### src/rtl/pc_sequencer.sv
// pc_sequencer: fetch handshake and next-PC arbitration (reset, inc, branch, irq entry/return).
// Defining PC_SEQ_RAS_EN adds a circular hardware return-address stack for call/ret.
module pc_sequencer #(
  parameter int          DATA_SIZE    = 16,
  parameter int unsigned RESET_VECTOR = 0,
  parameter int unsigned IRQ_VECTOR   = 4,
  parameter int          RAS_DEPTH    = 4
) (
  input  logic                 clock,
  input  logic                 reset,
  input  logic [DATA_SIZE-1:0] pc_value,
  output logic [DATA_SIZE-1:0] pc_in,
  output logic                 pc_load,
  output logic                 pc_inc,
  output logic                 fetch_req,
  output logic [DATA_SIZE-1:0] fetch_addr,
  input  logic                 fetch_ack,
  input  logic                 stall,
  input  logic                 halt,
  output logic                 halted,
  input  logic                 branch_valid,
  input  logic [DATA_SIZE-1:0] branch_target,
  input  logic                 call,
  input  logic                 ret,
  input  logic                 irq,
  input  logic                 iret,
  output logic                 irq_ack,
  output logic [DATA_SIZE-1:0] epc,
  output logic                 ras_err
);

  localparam logic [DATA_SIZE-1:0] RST_VEC = DATA_SIZE'(RESET_VECTOR);
  localparam logic [DATA_SIZE-1:0] IRQ_VEC = DATA_SIZE'(IRQ_VECTOR);

  if (RAS_DEPTH < 2 || (RAS_DEPTH & (RAS_DEPTH - 1)) != 0) begin : g_bad_depth
    $error("pc_sequencer: RAS_DEPTH must be a power of 2 and at least 2");
  end

  typedef enum logic [1:0] {BOOT, REQ, UPD, HALTED} state_t;

  state_t               state, state_nxt;
  logic [DATA_SIZE-1:0] epc_q;
  logic                 in_handler;
  logic [DATA_SIZE-1:0] pc_plus1;
  logic                 take_irq, take_iret;
  logic                 ras_push, ras_pop, ras_fault;

  assign pc_plus1   = pc_value + 1'b1;
  assign fetch_addr = pc_value;
  assign epc        = epc_q;

`ifdef PC_SEQ_RAS_EN
  localparam int RAS_AW = $clog2(RAS_DEPTH);
  localparam logic [RAS_AW:0] RAS_FULL = (RAS_AW + 1)'(RAS_DEPTH);

  logic [DATA_SIZE-1:0] ras_mem [RAS_DEPTH];
  logic [RAS_AW-1:0]    ras_top;   // next slot to write; top entry sits just below
  logic [RAS_AW:0]      ras_cnt;
  logic                 ras_err_q;
  logic                 ras_empty, ras_full;

  assign ras_empty = (ras_cnt == '0);
  assign ras_full  = (ras_cnt == RAS_FULL);
  assign ras_err   = ras_err_q;

  always_ff @(posedge clock or posedge reset) begin
    if (reset) begin
      ras_top   <= '0;
      ras_cnt   <= '0;
      ras_err_q <= 1'b0;
    end else begin
      if (ras_push) begin
        ras_top <= ras_top + 1'b1;
        if (!ras_full) ras_cnt <= ras_cnt + 1'b1;
      end else if (ras_pop) begin
        ras_top <= ras_top - 1'b1;
        ras_cnt <= ras_cnt - 1'b1;
      end
      if (ras_fault) ras_err_q <= 1'b1;
    end
  end

  always_ff @(posedge clock) begin
    if (ras_push) ras_mem[ras_top] <= pc_plus1;
  end
`else
  logic unused_ras_inputs;
  assign unused_ras_inputs = call | ret | ras_push | ras_pop | ras_fault;
  assign ras_err = 1'b0;
`endif

  always_comb begin
    state_nxt = state;
    pc_load   = 1'b0;
    pc_inc    = 1'b0;
    pc_in     = '0;
    fetch_req = 1'b0;
    irq_ack   = 1'b0;
    halted    = 1'b0;
    take_irq  = 1'b0;
    take_iret = 1'b0;
    ras_push  = 1'b0;
    ras_pop   = 1'b0;
    ras_fault = 1'b0;
    // Outputs are held quiet for the whole reset window, even though state already reads BOOT.
    if (!reset) begin
      case (state)
        BOOT: begin
          pc_load   = 1'b1;
          pc_in     = RST_VEC;
          state_nxt = UPD;
        end
        UPD: state_nxt = REQ;
        HALTED: begin
          halted = 1'b1;
          if (!halt || irq) state_nxt = REQ;
        end
        default: begin
          fetch_req = !stall && !halt;
          if (halt) begin
            state_nxt = HALTED;
          end else if (fetch_req && fetch_ack) begin
            state_nxt = UPD;
            if (irq && !in_handler) begin
              take_irq = 1'b1;
              pc_load  = 1'b1;
              pc_in    = IRQ_VEC;
              irq_ack  = 1'b1;
            end else if (iret) begin
              if (in_handler) begin
                take_iret = 1'b1;
                pc_load   = 1'b1;
                pc_in     = epc_q;
              end else begin
                pc_inc = 1'b1;
              end
`ifdef PC_SEQ_RAS_EN
            end else if (ret) begin
              if (!ras_empty) begin
                ras_pop = 1'b1;
                pc_load = 1'b1;
                pc_in   = ras_mem[ras_top - 1'b1];
              end else begin
                ras_fault = 1'b1;
                pc_inc    = 1'b1;
              end
            end else if (branch_valid) begin
              pc_load = 1'b1;
              pc_in   = branch_target;
              if (call) begin
                ras_push  = 1'b1;
                ras_fault = ras_full;
              end
`else
            end else if (branch_valid) begin
              pc_load = 1'b1;
              pc_in   = branch_target;
`endif
            end else begin
              pc_inc = 1'b1;
            end
          end
        end
      endcase
    end
  end

  always_ff @(posedge clock or posedge reset) begin
    if (reset) begin
      state      <= BOOT;
      epc_q      <= '0;
      in_handler <= 1'b0;
    end else begin
      state <= state_nxt;
      if (take_irq) begin
        epc_q      <= pc_plus1;
        in_handler <= 1'b1;
      end else if (take_iret) begin
        in_handler <= 1'b0;
      end
    end
  end

endmodule

### config.mk
export PLATFORM = sky130hd
export DESIGN_NAME = pc_sequencer
export DESIGN_NICKNAME = d
export VERILOG_FILES = /design/src/rtl/pc_sequencer.sv
export SDC_FILE = /design/constraint.sdc
export NUM_CORES = 1
export LEC_CHECK = 0
export ABC_AREA = 1
export CORE_MARGIN = 2
export CORE_UTILIZATION = 33
export DETAILED_ROUTE_END_ITERATION = 12
export GPL_ROUTABILITY_DRIVEN = 0
export PLACE_DENSITY = 0.8
export RECOVER_POWER = 100
export SYNTH_ARGS = -nofsm -noshare
export SYNTH_HDL_FRONTEND = slang
export SYNTH_SLANG_ARGS = --single-unit
### constraint.sdc
create_clock -name clock -period 2 [get_ports clock]
set_clock_uncertainty 0.2 [all_clocks]
set_input_delay 0.4 -clock clock [delete_from_list [all_inputs] [get_ports clock]]
set_output_delay 0.4 -clock clock [all_outputs]
set_load 0.1 [all_outputs]
**Yosys cells after proc, flatten, opt, wreduce, memory -nomap -nowiden**

Index checks and enable logic that the tools add are counted.

- Output and inout bits: 54
- Register bits: 19
- Word-level logic and storage cells: 66

- Reduce and logical (&&, ||, !) cells: 13
- Eq/ne operators: 3
- Bitwise operators: 1
- Add/subtract/negate cells: 1
- Muxes and demuxes: 45

Operators by type and width:

| operator | number |
|---|---|
| $mux 16 | 8 |
| $mux 1 | 32 |
| $add 16x1->16 const B | 1 |
| $mux 2 | 3 |
| $pmux 2 s3 | 1 |
| $reduce_bool 5->1 | 1 |
| $eq 2x2->1 const B | 2 |
| $logic_and 1x1->1 | 3 |
| $logic_not 1->1 | 3 |
| $reduce_and 3->1 | 1 |
| $reduce_or 3->1 | 1 |
| $logic_not 2->1 | 1 |
| $ne 2x2->1 const B | 1 |
| $pmux 1 s2 | 1 |
| $reduce_bool 2->1 | 1 |
| $reduce_or 2->1 | 1 |
| $logic_or 1x1->1 | 1 |
| $not 1->1 | 1 |

**Depth between registers and ports, before layout**

- Word-level depth: 9
- Depth in mapped cells: 9

**Worst setup path before layout**

OpenSTA, ideal clock, no wires.

- Path type: input to output
- Start point: input reset
- End point: output fetch_req
- Data arrival time: 3.053 ns
- Stages on the path: 3
- Data required time: 1.400 ns
- Path slack: -1.653 ns
- Path through: inv_1 > nand3_2 > nor3_1

- Word-level cells in the longest chain between the ends: 1

RTL lines:

| element | RTL line | RTL |
|---|---|---|
| from (decl) | 10 | `input logic reset,` |
| $mux 1 | 106 | `if (!reset) begin` |
| to (decl) | 15 | `output logic fetch_req,` |

No other way between the ends.

**Worst setup path after layout**

- Start point: register in_handler
- End point: output pc_in[11]

- Word-level cells in the longest chain between the ends: 7

RTL lines:

| element | RTL line | RTL |
|---|---|---|
| from (decl) | 43 | `logic in_handler;` |
| from (signal assigned) | 172 | `in_handler <= 1'b0;` |
| from (signal assigned) | 177 | `in_handler <= 1'b1;` |
| from (signal assigned) | 179 | `in_handler <= 1'b0;` |
| $mux 16 or $logic_not 1->1 (tied branches) | 130, 124 |  |
| $mux 16 or $logic_and 1x1->1 (tied branches) | 129, 124 |  |
| $mux 16 (*) | 124 | `if (irq && !in_handler) begin` |
| $mux 16 (*) | 122 | `end else if (fetch_req && fetch_ack) begin` |
| $mux 16 (*) | 120 | `if (halt) begin` |
| $mux 16 (*) | 107 | `case (state)` |
| $mux 16 (*) | 106 |  |
| to (decl) | 12 | `output logic [DATA_SIZE-1:0] pc_in,` |

Every way passes the cells marked *; elsewhere a longest branch is shown, timed or not.

==> metrics <==
vias in the first global route 2200; DRC 0; Top Usage Layer GRT met2; post-synthesis sequential area ratio 31.0%; Starting Density 34.8%; Die ar. 5210 um2; Final Max Slew Viols 0; non-filler cells, final 401; Remaining Overflow, GRT 0; final setup margin -212 ps; crit path time final 2210 ps; final setup fails 19; TritonCTS clock tree yes; CTS clk-pin slew, worst paths 70 ps; H-tree Lvls 1; io pins 96; synth top area cells dfrtp_1 31%, nand2_1 15%, buf_4 8.8%; Clock Path Buffers 2; clk sinks 19; arrival time of the worst setup path 1610 ps; WS Path Type reg2out; Mapped Cells 224; largest net degree at the start of global routing 24; failing checks negative setup slack; maximum fanout along the worst path 15; CP required 1400 ps; root buf cell clkbuf_8; PD cells 1030 nW/um2; Slew headroom 30.4%; actual slew at the worst max-slew pin 1040 ps; first-pass GRT wire length 11400 um; post-synthesis cell type count 29; vias per cell 5.24; Detailed Route Iter0 Violations 108; Tcrit/Tclk final 111%; initial antenna violation count 0; ratio of cells with drive above 1 in the final layout 49.9%; unrepaired setup endpoints after global routing yes; Psw 0.00215 W; HP Class reg2reg; CP startpoint kind register; Combinational Power Share 71.5%; DP Wirelength 4890 um; synthesized area per cell 6.85 um2; hold_ws 391 ps; static leakage 1.57 nW; ANT nets after route 0; chip height 72.2 um; Max IR drop VDD 542 uV; CTS hold repair buffers 0; placed standard-cell area 3390 um2; max cap viols 0; via count 2102; register bit total from synthesis 19; syn nets 267; Int Power 0.00165 W; clock latency on the worst-skew pair 260 ps; dpl cells 385; GR Layer Usage met2 51.7%; Flop pwr share 21.2%; Final Instance Area 3680 um2; Chip Width 72.2 um; Synth top area share 31.0%; Worst R2R Setup Slack 120 ps; port bufs 92; Final Hold Vio Count 0; total wire length 7280 um; ANT cells 0; Area Overhead vs Synth 140%; Synthesis Warnings 0; Synth area leader dfrtp_1; Sw Share 56.6%; Routed WL per cell 18.1 um; total power 0.00380 W; met3 usage 5.42%; endpoint class of the critical path primary output; Total Routing Usage GR 28.8%; status finished, violations left; final net count 393; fmax 452 MHz; DR pass1 iterations 4; Num CTS Buffers 3; Rows 24; total core area 4410 um2; Clock power frac 7.3%; synthesized cell area 1540 um2; met1 Use GR 32.7%
==> placed cells by master, fill, tap and decap left out, types with 4 or more instances in the layout <==
| master | Yosys | final |
|---|---|---|
| nand2_1 | 63 | 59 |
| buf_12 | 0 | 56 |
| buf_4 | 18 | 42 |
| clkdlybuf4s50_1 | 0 | 32 |
| nor2_4 | 1 | 17 |
| nor2_1 | 33 | 16 |
| a22oi_2 | 0 | 15 |
| dfrtp_1 | 19 | 15 |
| inv_1 | 18 | 10 |
| nand3_1 | 11 | 9 |
| inv_2 | 4 | 6 |
| xor2_1 | 5 | 5 |
| nand4_1 | 5 | 5 |
| o21ai_0 | 4 | 4 |
| o21ai_2 | 4 | 4 |
| dfrtp_2 | 0 | 4 |
==> worst max-delay path, cell delays in order, from the launching register on <==
cell	delay, ps
dfrtp_1	420
nand2_2	150
clkinvlp_4	130
buf_12	170
a22oi_2	250
nor2_4	60
buf_12	170
==> kinds of logic after synthesis <==
group	share of synthesized area [%]
buffers and inverters	16.5
other	0.244
flip-flops	31.0
adder cells (fa/ha/maj)	0.815
AND/OR/NAND/NOR	32.7
AO/OA/AOI/OAI	14.2
XOR/XNOR	4.56
==> per-layer routing <==
metal | part of all wire, % | wire length, um | vias to the layer above
li1 | - | - | 960
met1 | 37 | 2670 | 989
met2 | 52 | 3790 | 123
met3 | 6.8 | 494 | 30
met4 | 4.4 | 323 | 0
met5 | 0 | 0 | -
==> cells in the mapped netlist (all sizes together) <==
cell type / n
nand2: 65
nor2: 34
buf: 22
inv: 22
dfrtp: 19
a22oi: 15
nand3: 12
o21ai: 11
nand4: 5
xor2: 5
xnor2: 3
nor3: 2
o21bai: 2
a211oi: 1
a21oi: 1
clkbuf: 1
conb: 1
ha: 1
o211ai: 1
or2: 1
==> final timing paths <==
path | endpoint | startpoint | cells after the start
hold / removal | epc[4]$_DFFE_PP0P_ | epc[4]$_DFFE_PP0P_ | 2
min in group asynchronous | epc[13]$_DFFE_PP0P_ | reset | 3
hold reg to reg | epc[4]$_DFFE_PP0P_ | epc[4]$_DFFE_PP0P_ | 2
setup / recovery | pc_in[11] | in_handler$_DFFE_PP0P_ | 6
setup reg to reg | epc[11]$_DFFE_PP0P_ | state[1]$_DFFE_PP0P_ | 11
max in group asynchronous | epc[0]$_DFFE_PP0P_ | reset | 3
==> area by class of cell <==
type	instances	area [um2]
well taps	52	65.1
repair buffers	143	1890
clock inverters	1	5.00
flip-flops and latches	19	480
clock buffers	3	41.3
inverters	22	104
fillers	194	731
multi-input cells	161	1090
==> power by group through the flow <==
stage | Combinational (W) | Sequential, W | Clock [W]
6_report | 0.00272 | 0.000806 | 0.000278
5_1_grt | 0.00280 | 0.000823 | 0.000290
4_1_cts | 0.00266 | 0.000798 | 0.000271
3_5_place_dp | 0.00254 | 0.000777 | 0
3_3_place_gp | 0.00248 | 0.000761 | 0
2_1_floorplan | 0.000643 | 0.00160 | 0
==> registers in the layout, summed over array words and instances (netlist names) <==
register and count:
epc 16, in_handler 1, state 2
==> through the flow <==
stage                     setup WS, ps  utilization (%)  TNS, ps
after CTS                         -123             83.4    -1740
final                             -212             83.4    -3210
after floorplan                   -350                -    -4910
after global placement            -449             76.9   -12340
after global routing              -271             83.4    -4880
after detailed placement          -519             76.9   -14470
==> timing repair <==
item                       in CTS  in global routing
buffers inserted                8                  4
setup endpoints to repair      37                 34
pin swaps                      15                 14
cloned                          2                  0
gates resized for setup        41                  4
No activity file was read; power rests on OpenSTA's default activity.
